==> src/rtl/sha256_round_ctrl.sv <==
// Control sequencer for the SHA-256 compression datapath: block intake, 64-round
// stepping, hash update strobe and digest hand-off with multi-block chaining.
module sha256_round_ctrl #(
    parameter int ROUNDS    = 64,
    parameter int CNT_W     = 6,
    parameter int MSG_WORDS = 16
) (
    input  logic             CLK,
    input  logic             RST,
    input  logic             blk_valid,
    input  logic             blk_last,
    output logic             blk_ready,
    input  logic             abort,
    output logic             ld_en,
    output logic             iv_sel,
    output logic             reg_en,
    output logic [CNT_W-1:0] round_idx,
    output logic             w_sched_sel,
    output logic             hash_upd_en,
    output logic             digest_valid,
    input  logic             digest_ready,
    output logic             busy
);

    localparam logic [2:0] S_IDLE   = 3'd0;
    localparam logic [2:0] S_LOAD   = 3'd1;
    localparam logic [2:0] S_ROUND  = 3'd2;
    localparam logic [2:0] S_UPDATE = 3'd3;
    localparam logic [2:0] S_OUT    = 3'd4;
    localparam int         N_STATES = 5;

    localparam logic [CNT_W-1:0] LAST_ROUND = CNT_W'(ROUNDS - 1);
    localparam logic [CNT_W-1:0] MSG_LIMIT  = CNT_W'(MSG_WORDS);

    logic [2:0]       state_reg, state_next;
    logic [CNT_W-1:0] round_reg, round_next;
    logic             first_blk_reg, first_blk_next;
    logic             last_q_reg, last_q_next;
    logic [N_STATES-1:0] state_hot;

    // One-hot decode of the registered state; every strobe is a pure function of it.
    generate
        for (genvar gi = 0; gi < N_STATES; gi++) begin : g_state_dec
            assign state_hot[gi] = (state_reg == 3'(gi));
        end
    endgenerate

    always_comb begin
        state_next     = state_reg;
        round_next     = '0;
        first_blk_next = first_blk_reg;
        last_q_next    = last_q_reg;
        if (abort) begin
            state_next     = S_IDLE;
            first_blk_next = 1'b1;
            last_q_next    = 1'b0;
        end else begin
            case (state_reg)
                S_IDLE: begin
                    if (blk_valid) begin
                        last_q_next = blk_last;
                        state_next  = S_LOAD;
                    end
                end
                S_LOAD: state_next = S_ROUND;
                S_ROUND: begin
                    if (round_reg == LAST_ROUND) begin
                        state_next = S_UPDATE;
                    end else begin
                        round_next = round_reg + CNT_W'(1);
                    end
                end
                S_UPDATE: begin
                    first_blk_next = 1'b0;
                    state_next     = last_q_reg ? S_OUT : S_IDLE;
                end
                S_OUT: begin
                    if (digest_ready) begin
                        first_blk_next = 1'b1;
                        state_next     = S_IDLE;
                    end
                end
                default: state_next = S_IDLE;
            endcase
        end
    end

    always_ff @(posedge CLK) begin
        if (RST) begin
            state_reg     <= S_IDLE;
            round_reg     <= '0;
            first_blk_reg <= 1'b1;
            last_q_reg    <= 1'b0;
        end else begin
            state_reg     <= state_next;
            round_reg     <= round_next;
            first_blk_reg <= first_blk_next;
            last_q_reg    <= last_q_next;
        end
    end

    assign blk_ready    = state_hot[S_IDLE];
    assign ld_en        = state_hot[S_LOAD];
    assign iv_sel       = state_hot[S_LOAD] & first_blk_reg;
    assign reg_en       = state_hot[S_ROUND];
    assign round_idx    = round_reg;
    assign w_sched_sel  = state_hot[S_ROUND] & (round_reg >= MSG_LIMIT);
    assign hash_upd_en  = state_hot[S_UPDATE];
    assign digest_valid = state_hot[S_OUT];
    assign busy         = ~state_hot[S_IDLE];

endmodule

==> config.mk <==
export PLATFORM = sky130hd
export DESIGN_NAME = sha256_round_ctrl
export DESIGN_NICKNAME = d
export VERILOG_FILES = /design/src/rtl/sha256_round_ctrl.sv
export SDC_FILE = /design/constraint.sdc
export NUM_CORES = 1
export LEC_CHECK = 0
export ABC_AREA = 0
export CORE_MARGIN = 4
export CORE_UTILIZATION = 23
export CTS_CLUSTER_SIZE = 20
export DETAILED_ROUTE_END_ITERATION = 6
export HOLD_SLACK_MARGIN = 0.05
export MAX_ROUTING_LAYER = met4
export PLACE_DENSITY = 0.49
export SETUP_SLACK_MARGIN = 0.02
export SYNTH_ARGS = -nofsm -noshare
export SYNTH_HDL_FRONTEND = slang
export SYNTH_SLANG_ARGS = --single-unit
==> constraint.sdc <==
create_clock -name CLK -period 1.2 [get_ports CLK]
set_input_delay 0.36 -clock CLK [delete_from_list [all_inputs] [get_ports CLK]]
set_output_delay 0.36 -clock CLK [all_outputs]
set_load 0.01 [all_outputs]
**Word level (Yosys, flattened, before mapping)**

Index checks and enable logic that the tools add are counted.

- Register bits after elaboration: 11

- $add $sub $neg: 1
- Mux-type cells: 7
- Bitwise logic cells: 4
- Reductions and logical operators: 7
- $lt $le $gt $ge: 1
- Equality and inequality tests: 8

Operators with widths:

| cell | count |
|---|---|
| $pmux W3 S5 | 1 |
| $mux W3 | 4 |
| $add A6 B1 Y6 const B | 1 |
| $eq A3 B2 Y1 const B | 2 |
| $eq A6 B6 Y1 const B | 1 |
| $ge A6 B5 Y1 const B | 1 |
| $ne A2 B1 Y1 const B | 2 |
| $reduce_and A2 Y1 | 2 |
| $reduce_or A4 Y1 | 1 |
| $eq A3 B1 Y1 const B | 1 |
| $eq A3 B3 Y1 const B | 1 |
| $logic_not A3 Y1 | 1 |
| $reduce_and A3 Y1 | 1 |
| $and A1 B1 Y1 | 2 |
| $ne A2 B2 Y1 const B | 1 |
| $not A1 Y1 | 2 |
| $pmux W1 S2 | 1 |
| $reduce_bool A2 Y1 | 1 |
| $reduce_or A2 Y1 | 1 |
| $mux W1 | 1 |

**Logic depth before layout (Yosys ltp)**

- Depth after elaboration: 3
- Gate-level depth with buffers: 5
- Gate-level depth less buffers: 4

**Least setup slack after synthesis**

OpenSTA, ideal clock, no wires.

- Path type: flip-flop to output port
- Start: register state_reg[0]
- End: output port iv_sel
- Required time: 0.840 ns
- Path slack: -0.237 ns
- Arrival time: 1.077 ns
- Cell stages (with the launch flop): 3
- Path buffers: 0
- Path through: dfxtp_1 -> nor3b_1 -> and2_1

- Cells in the longest elaborated chain, start to end: 2

RTL lines:

| what | RTL line | RTL |
|---|---|---|
| start, declared | 35 | `logic [2:0] state_reg, state_next;` |
| start signal, assigned | 95 | `state_reg <= state_next;` |
| $eq A3 B1 Y1 | 44 | `assign state_hot[gi] = (state_reg == 3'(gi));` |
| net ld_en | 14 | `output logic ld_en,` |
| $and A1 B1 Y1 | 104 | `assign iv_sel = state_hot[S_LOAD] & first_blk_reg;` |
| end, declared | 15 | `output logic iv_sel,` |

The timed path passes the listed nets, and every way through them passes these cells.

**Worst setup path after layout**

- Start: register state_reg[0]
- End: output port busy

- Cells in the longest elaborated chain, start to end: 2

RTL lines:

| what | RTL line | RTL |
|---|---|---|
| $logic_not A3 Y1 | 44 |  |
| $not A1 Y1 | 110 | `assign busy = ~state_hot[S_IDLE];` |
| end, declared | 22 | `output logic busy` |

No other way between the ends.

==> results.yml <==
run_status:
  status: "complete, but fails checks"
  violations: "setup timing"
power_and_ir_drop:
  p_per_area_nw_per_um2: 724
  net-switching-power_uw: 172
  pwr-share-comb_pct: 13.3
  leakagePower_nw: 0.437
  p_seq_share_pct: 50.5
  power.total_uw: 717
  ir_worst_vdd_mv: 0.464
  p_clk_share_pct: 36.2
  switching_share_pct: 23.9
  power.internal_uw: 546
critical_path:
  cp_slowest_cell: "or3_4"
  rrSetupSlack_ns: -0.03
  worstPathMaxFanout: 5
  cp_cell_sequence: "or3_4, buf_2"
  arrival_ns: 1.21
  cpPeakStageDelay_ns: 0.41
  start_kind: "flip-flop"
  critical_path_class: "reg -> out"
  timing.critical_path.buf_inv: 1
  critical-path-top-delay-family: "simple AND/OR/NAND/NOR gates"
  required_ns: 0.84
  crit_path_end_kind: "output pin"
synth:
  netlist_area_um2: 513
  synth_cell_types: 29
  ys_ff_latch: 11
  syn_inst: 56
  seq_area_frac_synth_pct: 42.9
  ys.warnings.count: 0
  synthTopCellsByArea: "dfxtp_1 (43%), nor2_1 (5.1%), nand3_1 (3.9%)"
  synth_area_leader_cell: "dfxtp_1"
  syn_nets: 63
  syn_area_per_cell_um2: 9.16
  synth_top_area_share_pct: 42.9
placement:
  gp_congestion: 0.674
  io_buffers: 19
  placedCellCount: 118
  placed_area_um2: 873
  post-place-ws_ns: -0.507
  dp_hpwl_um: 1030
global_route:
  grt_pass1_vias: 551
  grt.overflow.total: 0
  grt_usage_pct: 10.1
  grt_max_degree: 7
  grt_first_pass_wirelength_um: 2390
  antenna_found_initial: 0
sta:
  fmax_mhz: 637
  post-route-min-period_ns: 1.57
  hold_slack_ns: 0.481
  slew_violations: 0
  setup_viol: 11
  clock_skew_ns: 0.00110
  slew_headroom_pct: 76.3
  rsz0062_at_grt: "yes"
  worst_slew_pin_slew_ns: 0.354
  worst_slack_ns: -0.370
  period_share_pct: 131
  hold_viol_final: 0
  setup_tns_ns: -2.39
die:
  core_area_um2: 2040
  num_io_pins: 20
  die_w_um: 55.2
  chipHeight_um: 55.2
  num_rows: 16
  initial_core_util_pct: 25.1
  die_area_um2: 3050
final_layout:
  largest_reg_flops: 6
  syn2layout_area_growth_pct: 93.2
  diodes: 0
  utilization_pct: 48.5
  fin_area_um2: 991
  final-instance-count-excl-fill: 129
  drive_gt1_share_pct: 58.8
  fill_cells: 201
  final_net_count: 110
drt:
  ant_nets: 0
  dr.pass1.iters: 4
  detail_route.wl_per_cell_um: 10.7
  first_iter_violations: 3
  wl_um: 1390
  post_drt_via_cell_ratio: 4.28
  num_vias: 552
  drc: 0
clocking:
  cts_sinks: 11
  max-clock-path-buffers: 2
  cts_tree: "built"
  cts_made_buffers: 3
  clk_pin_slew_ns: 0.07
  h-tree-depth: 1
  insertion_delay_ns: 0.27
  cts.root.buffer_cell: "clkbuf_4"
hold_path:
  hp-class: "reg -> reg"
job:
  maxCapViolCount: 0
per-layer routing:
layer / wire length, µm / track usage [%] / vias to the layer above
met4: 8 / 3.13 / 0
met5: 0 / - / -
met1: 584 / 10.3 / 251
met3: 108 / 5.83 / 2
li1: - / - / 283
met2: 685 / 16.4 / 16
cell usage after synthesis:
cell       n
buf_6      1
and3b_1    1
xor2_1     2
nor3_1     1
o21a_1     1
nand3_2    1
o21ai_0    1
nor3b_4    1
and2_1     1
nor3b_2    1
dfxtp_1   11
nand2b_1   1
nand3_1    4
nor3b_1    1
o22ai_1    1
clkinv_2   1
or3_4      1
a22oi_1    1
nor4b_1    1
o211ai_1   1
or3_1      1
inv_1      3
nand2_1    4
nor2_1     7
or2_2      1
o21ai_1    1
a21oi_1    2
xnor2_1    2
ha_1       1
cell families (layout without fill, tap and decap cells):
kind of cell    Yosys count  in the layout  synth area share (%)
buf+inv                   5             51                  5.36
fa+ha+maj                 1              1                  2.44
compound gates            8              8                  9.51
simple gates             27             27                  32.9
xor+xnor                  4              4                  6.83
flops                    11             11                  42.9
worst register-to-register path: stages, from the launching register on:
cell,delay (ns)
dfxtp_4,0.40
nor3b_4,0.24
buf_6,0.14
buf_6,0.09
o211ai_1,0.15
a21oi_1,0.14
layout make-up:
class | count | area, µm² | share of cell area [%]
Inverter | 4 | 20.0 | 2.02
Tap cell | 27 | 33.8 | 3.41
Sequential cell | 11 | 244 | 24.6
Multi-Input combinational cell | 40 | 325 | 32.8
Timing Repair Buffer | 43 | 342 | 34.5
Clock buffer | 4 | 26.3 | 2.65
power by group through the flow:
stage	clock, mW	sequential [mW]	combinational [mW]
floorplan	0	0.381	0.0343
global placement	0	0.383	0.0868
detailed placement	0	0.383	0.0876
CTS	0.272	0.367	0.0903
global route	0.295	0.363	0.103
finish	0.260	0.362	0.0956
worst paths after layout:
| check | from | to | cells after the start |
|---|---|---|---|
| max | state_reg[0] | busy | 2 |
| max reg2reg | state_reg[1] | round_idx[5] | 5 |
| min | first_blk_reg | first_blk_reg | 2 |
| min reg2reg | first_blk_reg | first_blk_reg | 2 |
what timing repair did:
item,CTS,global route
endpoints found under the setup margin,17,16
endpoints found under the hold margin,0,0
hold buffers,0,0
cloned,0,0
pin swaps,5,8
buffers inserted,4,4
gates resized for setup,73,11
layout by cell type, fill, tap and decap left out, types with 2 or more instances in the layout:
| cell | n |
|---|---|
| clkbuf_4 | 3 |
| dfxtp_1 | 4 |
| clkdlybuf4s50_1 | 5 |
| dfxtp_4 | 6 |
| buf_4 | 18 |
| nor3b_4 | 3 |
| xor2_1 | 2 |
| buf_6 | 9 |
| inv_1 | 3 |
| xnor2_1 | 2 |
| nor2_1 | 7 |
| nand3_1 | 3 |
| nand2_1 | 3 |
| buf_2 | 11 |
Power figures use the tool's default switching activity.
